File: src/rtl/mesm6_alu_arb.sv
// mesm6_alu_arb
//   Shares one mesm6_alu between two requesters. Port 0 is the fetch/address
//   unit and port 1 is the execute unit. One operation is in flight at a time.
//   Ports are served round-robin. The ALU is driven until alu_done, and the
//   registered result goes back to the granting port. A watchdog turns a
//   missing alu_done into an error response.
//
// Ports
//   clk, reset                  clock, synchronous active-high reset
//   req_valid0/1, req_ready0/1  request handshake, per port
//   req_a0/1, req_b0/1, req_op0/1  operands and opcode, per port
//   resp_valid0/1, resp_ready0/1   response handshake, per port
//   resp_data, resp_err         shared registered result / watchdog flag
//   alu_a, alu_b, alu_op        to the ALU
//   alu_r, alu_done             from the ALU
//   busy                        operation in flight (state != IDLE)
//   state_dbg                   current FSM state (0 IDLE, 1 BUSY, 2 RESP)
//
// Handshake: a transfer happens on a rising edge where valid and ready are
// both high. req_ready is combinational and is only offered in IDLE, to the
// arbitration winner. resp_valid is high only in RESP, for the granted port.
// resp_data/resp_err stay stable until that port's resp_ready is seen.

`ifndef ALU_OP_WIDTH
`define ALU_OP_WIDTH 4
`endif
`ifndef ALU_NOP
`define ALU_NOP 0
`endif

module mesm6_alu_arb #(
  parameter int DW      = 48,
  parameter int OPW     = `ALU_OP_WIDTH,
  parameter int TIMEOUT = 16
) (
  input  logic           clk,
  input  logic           reset,
  input  logic           req_valid0,
  input  logic           req_valid1,
  output logic           req_ready0,
  output logic           req_ready1,
  input  logic [DW-1:0]  req_a0,
  input  logic [DW-1:0]  req_a1,
  input  logic [DW-1:0]  req_b0,
  input  logic [DW-1:0]  req_b1,
  input  logic [OPW-1:0] req_op0,
  input  logic [OPW-1:0] req_op1,
  output logic           resp_valid0,
  output logic           resp_valid1,
  input  logic           resp_ready0,
  input  logic           resp_ready1,
  output logic [DW-1:0]  resp_data,
  output logic           resp_err,
  output logic [DW-1:0]  alu_a,
  output logic [DW-1:0]  alu_b,
  output logic [OPW-1:0] alu_op,
  input  logic [DW-1:0]  alu_r,
  input  logic           alu_done,
  output logic           busy,
  output logic [1:0]     state_dbg
);

  typedef enum logic [1:0] {
    S_IDLE = 2'd0,
    S_BUSY = 2'd1,
    S_RESP = 2'd2
  } state_t;

  // A zero-width counter is illegal, so a disabled watchdog still keeps one bit.
  localparam int CW = (TIMEOUT == 0) ? 1 : $clog2(TIMEOUT + 1);
  localparam logic [CW-1:0] WAIT_LAST = CW'(TIMEOUT - 1);
  localparam logic [CW-1:0] WAIT_MAX  = {CW{1'b1}};
  localparam logic [OPW-1:0] OP_NOP   = OPW'(`ALU_NOP);

  state_t         state, next_state;
  logic           last_grant;
  logic [CW-1:0]  wait_cnt;
  logic [DW-1:0]  a_q, b_q;
  logic [OPW-1:0] op_q;

  logic           any_req;
  logic           winner;
  logic           accept;
  logic           timeout_hit;
  logic           resp_take;

  // The port that was not served last wins a tie. Otherwise the only valid
  // port wins.
  always_comb begin
    any_req = req_valid0 | req_valid1;
    if (req_valid0 && req_valid1) begin
      winner = ~last_grant;
    end else begin
      winner = req_valid1;
    end
  end

  assign timeout_hit = (TIMEOUT != 0) && (wait_cnt == WAIT_LAST);
  assign resp_take   = last_grant ? resp_ready1 : resp_ready0;

  // Next-state and handshake outputs. Reset gates the handshakes, so nothing
  // looks accepted or offered during a reset cycle.
  always_comb begin
    next_state  = state;
    req_ready0  = 1'b0;
    req_ready1  = 1'b0;
    resp_valid0 = 1'b0;
    resp_valid1 = 1'b0;
    accept      = 1'b0;
    unique case (state)
      S_IDLE: begin
        if (any_req && !reset) begin
          accept     = 1'b1;
          req_ready0 = ~winner;
          req_ready1 = winner;
          next_state = S_BUSY;
        end
      end
      S_BUSY: begin
        if (alu_done || timeout_hit) begin
          next_state = S_RESP;
        end
      end
      S_RESP: begin
        resp_valid0 = ~last_grant & ~reset;
        resp_valid1 = last_grant & ~reset;
        if (resp_take) begin
          next_state = S_IDLE;
        end
      end
      default: next_state = S_IDLE;
    endcase
  end

  always_ff @(posedge clk) begin
    if (reset) begin
      state      <= S_IDLE;
      last_grant <= 1'b1;
      wait_cnt   <= '0;
      a_q        <= '0;
      b_q        <= '0;
      op_q       <= '0;
      resp_data  <= '0;
      resp_err   <= 1'b0;
    end else begin
      state <= next_state;
      if (accept) begin
        last_grant <= winner;
        wait_cnt   <= '0;
        a_q        <= winner ? req_a1 : req_a0;
        b_q        <= winner ? req_b1 : req_b0;
        op_q       <= winner ? req_op1 : req_op0;
      end
      if (state == S_BUSY) begin
        // alu_done takes priority over the watchdog in the same cycle.
        if (alu_done) begin
          resp_data <= alu_r;
          resp_err  <= 1'b0;
        end else if (timeout_hit) begin
          resp_data <= '0;
          resp_err  <= 1'b1;
        end else if (wait_cnt != WAIT_MAX) begin
          // With the watchdog off, the counter saturates instead of wrapping.
          wait_cnt <= wait_cnt + CW'(1);
        end
      end
    end
  end

  // The operands stay on the latched values at all times. The opcode is live
  // only in BUSY, so the ALU sees a NOP whenever it is not in use.
  assign alu_a     = a_q;
  assign alu_b     = b_q;
  assign alu_op    = (state == S_BUSY) ? op_q : OP_NOP;
  assign busy      = (state != S_IDLE);
  assign state_dbg = state;

endmodule

File: config.mk
export PLATFORM = sky130hd
export DESIGN_NAME = mesm6_alu_arb
export DESIGN_NICKNAME = d
export VERILOG_FILES = /design/src/rtl/mesm6_alu_arb.sv
export SDC_FILE = /design/constraint.sdc
export NUM_CORES = 1
export LEC_CHECK = 0
export CORE_AREA = 5 5 158 160
export DETAILED_ROUTE_END_ITERATION = 10
export DIE_AREA = 0 0 163 165
export GPL_TIMING_DRIVEN = 0
export PLACE_DENSITY = 0.67
export SLEW_MARGIN = 20
export SYNTH_ARGS = -nofsm -noshare
export SYNTH_HDL_FRONTEND = slang
export SYNTH_SLANG_ARGS = --single-unit
File: constraint.sdc
create_clock -name clk -period 2.45 [get_ports clk]
set_clock_uncertainty 0.2 [all_clocks]
set_input_delay 0.49 -clock clk [delete_from_list [all_inputs] [get_ports clk]]
set_output_delay 0.49 -clock clk [all_outputs]
set_load 0.01 [all_outputs]
==> summary.txt, run 1 <==
Clock tree
  • Clock latency on the worst-skew pair: 0.42 ns
  • CTS Root Cell: clkbuf_16
  • Max H-tree Level: 4
  • Total CTS buffers: 17
  • TritonCTS clock tree: yes
  • CTS sink count: 157
  • Clock-pin slew on the worst setup and hold paths: 0.07 ns
  • CTS Buffer Depth: 2

Worst setup path
  • Max Fanout on Critical Path: 7
  • Setup crit end kind: output pin
  • Critical path arrival: 1.62 ns
  • CP Class: reg -> out
  • R2R Path Start: wait_cnt[0]
  • CP startpoint kind: flop
  • Req. time, crit path: 1.76 ns
  • Worst setup path startpoint: state_dbg[0]

Run
  • Max cap viols: 0

Yosys
  • Simple-gate portion of the synthesized area: 18.4%
  • Syn_area_per_cell: 8.42 µm²
  • Compound-Gate Fraction of Synth Area: 29.8%
  • YS warnings: 0
  • Post-synthesis xor/xnor area fraction: 0.123%
  • Syn nets: 1104
  • Seq cells post-synth: 157
  • Synth unique cells: 38
  • Cells after Synth: 848
  • Sequential share of the synthesized area: 44.0%
  • Post-synthesis adder-cell area fraction: 0.175%
  • Main combinational cell family by area after synthesis: compound AO/OA/AOI/OAI gates
  • Mux contribution to synthesized area: 0.140%
  • Cell Area, Synth: 7140 µm²

STA
  • Worst-Margin Slew: 0.742 ns
  • Final Hold Viols: 0
  • RSZ-0062 raised after global routing: yes
  • Fmax: 0.432 GHz
  • Slew Limit Fails: 0
  • Final setup viols: 0
  • PnR worst setup slack: 0.136 ns
  • Tcrit/Tclk final: 94.4%
  • Setup TNS: 0 ns
  • Fin crit period: 2.31 ns
  • Worst hold slack: 0.297 ns
  • Max_slew headroom: 50.5%

Detailed routing
  • Drt wl/cell: 20.1 µm
  • Post-route DRC: 0
  • TritonRoute pass-1 iters: 5
  • Avg Vias per Cell: 5.14
  • Iter 0 DRT Violations: 513
  • Final wirelength: 32500 µm
  • Vias post-DR: 8309
  • ANT nets after route: 0

Min path
  • Hold_sp: resp_data[11]
  • Hold WC Path Type: reg -> reg

Power
  • Pwr Total: 8.12 mW
  • VDD IR max: 0.370 mV
  • P_leak: 4.51 nW
  • Total power per unit cell area: 659 nW/µm²

Placement
  • GPL Wtd Cong: 0.907
  • Post-DP HPWL: 24700 µm
  • Dpl ws: -0.774 ns
  • Placed Cells: 1577
  • I/O Buffers: 410
  • Area after DPL: 11600 µm²

Floorplan
  • DIE AREA: 26900 µm²
  • Core area: 23300 µm²
  • Initial core utilization: 30.7%
  • Ports: 411
  • Cell Rows: 56
  • Die span in y: 165 µm
  • Die W: 163 µm

Final layout
  • Synth-to-Final Area Change: 72.3%
  • Nets: 1535
  • Layout cells sized above 1: 9.37%
  • Final design area excluding fillers: 12300 µm²
  • Final Non-Filler Cells: 1615
  • Final core utilization: 52.9%

Global route
  • Antenna violations before repair: 4
  • Largest net degree at the start of global routing: 17
  • First-pass GRT wire length: 47000 µm
  • Grt total ovfl: 0
  • Tot GR Track Use: 22.6%
  • Vias in the first global route: 8122

Run status
  • Run status: completed
[power breakdown]
part | total, mW | switching, mW | internal, mW
Combinational | 2.30 | 1.06 | 1.24
Sequential | 3.02 | 0.181 | 2.84
Clock | 2.80 | 1.15 | 1.65
[cell usage in the layout, fill, tap and decap left out, drive strengths merged, types with 2 or more instances in the layout]
cell           instances
a21bo                  2
a21oi                153
a22oi                 48
a311oi               100
and2                   4
and3                   3
and4b                  2
buf                   67
bufinv                 3
clkbuf                52
clkdlybuf4s50        400
clkinvlp               4
dfxtp                157
diode                  4
dlygate4sd2            7
inv                    6
nand2                205
nand3                  2
nand3b                49
nor2                   3
nor2b                  2
nor3                   5
nor3b                  2
o21ai                  3
[synthesized netlist by cell type]
library cell  instances  area [µm²]
clkbuf_1             29         109
buf_1                 1        3.75
and2_1                4        25.0
a22oi_2              10         125
a22oi_1              38         285
and4b_1               2        20.0
nand2b_1              1        6.26
and3b_1               1        8.76
nand4b_1              1        8.76
o32ai_1               1        8.76
o21ai_0               3        15.0
ha_1                  1        12.5
dfxtp_1             157        3140
inv_1                 2        7.51
nor3_1                5        25.0
nand3_1               2        10.0
nor2_2                1        6.26
nor2_1                2        7.51
nor2b_1               2        12.5
xor2_1                1        8.76
a21oi_1             153         766
a311oi_1            100         876
nand3b_1             49         368
a21boi_1              1        7.51
mux2i_1               1        10.0
inv_2                 1        3.75
a221o_1               1        10.0
or2_1                 1        6.26
a21bo_2               2        20.0
nor3b_2               1        12.5
buf_4                30         225
a221oi_1              1        8.76
nand2_1             205         769
o211ai_1              1        7.51
buf_6                 2        22.5
and3_1                3        18.8
nor3b_1               1        7.51
buf_2                31         155
[metal layers]
layer | routed length [µm] | global-route usage, % | part of all wire (%)
met5 | 0 | 0 | 0
met3 | 3220 | 8.41 | 9.9
met2 | 15800 | 39.3 | 49
met1 | 12600 | 25.8 | 39
met4 | 798 | 7.47 | 2.5
[final timing paths]
kind / to / slack, ns / cells after the start
worst min-delay path: resp_data[11] / 0.30 / 2
worst max register to register: resp_data[39] / 0.60 / 6
worst max-delay path: alu_op[2] / 0.14 / 4
worst min register to register: resp_data[11] / 0.30 / 2
[registers in the layout, indices dropped and copies added (netlist names), named ones only]
signal      cells
wait_cnt        4
op_q            4
last_grant      1
state_dbg       2
resp_err        1
alu_a          48
resp_data      48
alu_b          48
[cells by family (layout without fill, tap and decap cells)]
family,count (synthesis),in the layout
fa+ha+maj,1,1
xor+xnor,1,1
flops,157,157
buf+inv,96,540
compound gates,311,311
simple gates,281,281
mux,1,1
other cells,0,4
[critical path, cell delays in order, from the launching register on]
cell and delay, ns:
dfxtp_2 0.41, nor2b_4 0.20, buf_4 0.14, and2_1 0.12
dlygate4sd2_1 0.33
[cell type report]
type | instances | area, µm²
Antenna cell | 4 | 10.0
Clock buffer | 21 | 450
Timing Repair Buffer | 412 | 4100
Buffer | 93 | 546
Sequential cell | 157 | 3150
Tap cell | 319 | 399
Inverter | 3 | 11.3
Clock inverter | 11 | 158
Fill cell | 2259 | 11000
Multi-Input combinational cell | 595 | 3490
[what timing repair did]
action	4_1_cts	5_1_grt
endpoints found under the setup margin	8	2
resized for setup	35	6
setup buffers	2	0
hold buffers	0	0
(Power assumes the default switching activity.)
==> run 2, diff against run 1 <==
--- a/config.mk
+++ b/config.mk
@@ -10,7 +10,6 @@
 export DIE_AREA = 0 0 163 165
 export GPL_TIMING_DRIVEN = 0
 export PLACE_DENSITY = 0.67
-export SLEW_MARGIN = 20
 export SYNTH_ARGS = -nofsm -noshare
 export SYNTH_HDL_FRONTEND = slang
 export SYNTH_SLANG_ARGS = --single-unit
==> results of run 2 <==
No change in the layout: final DEF, timing and power equal those of run 1.
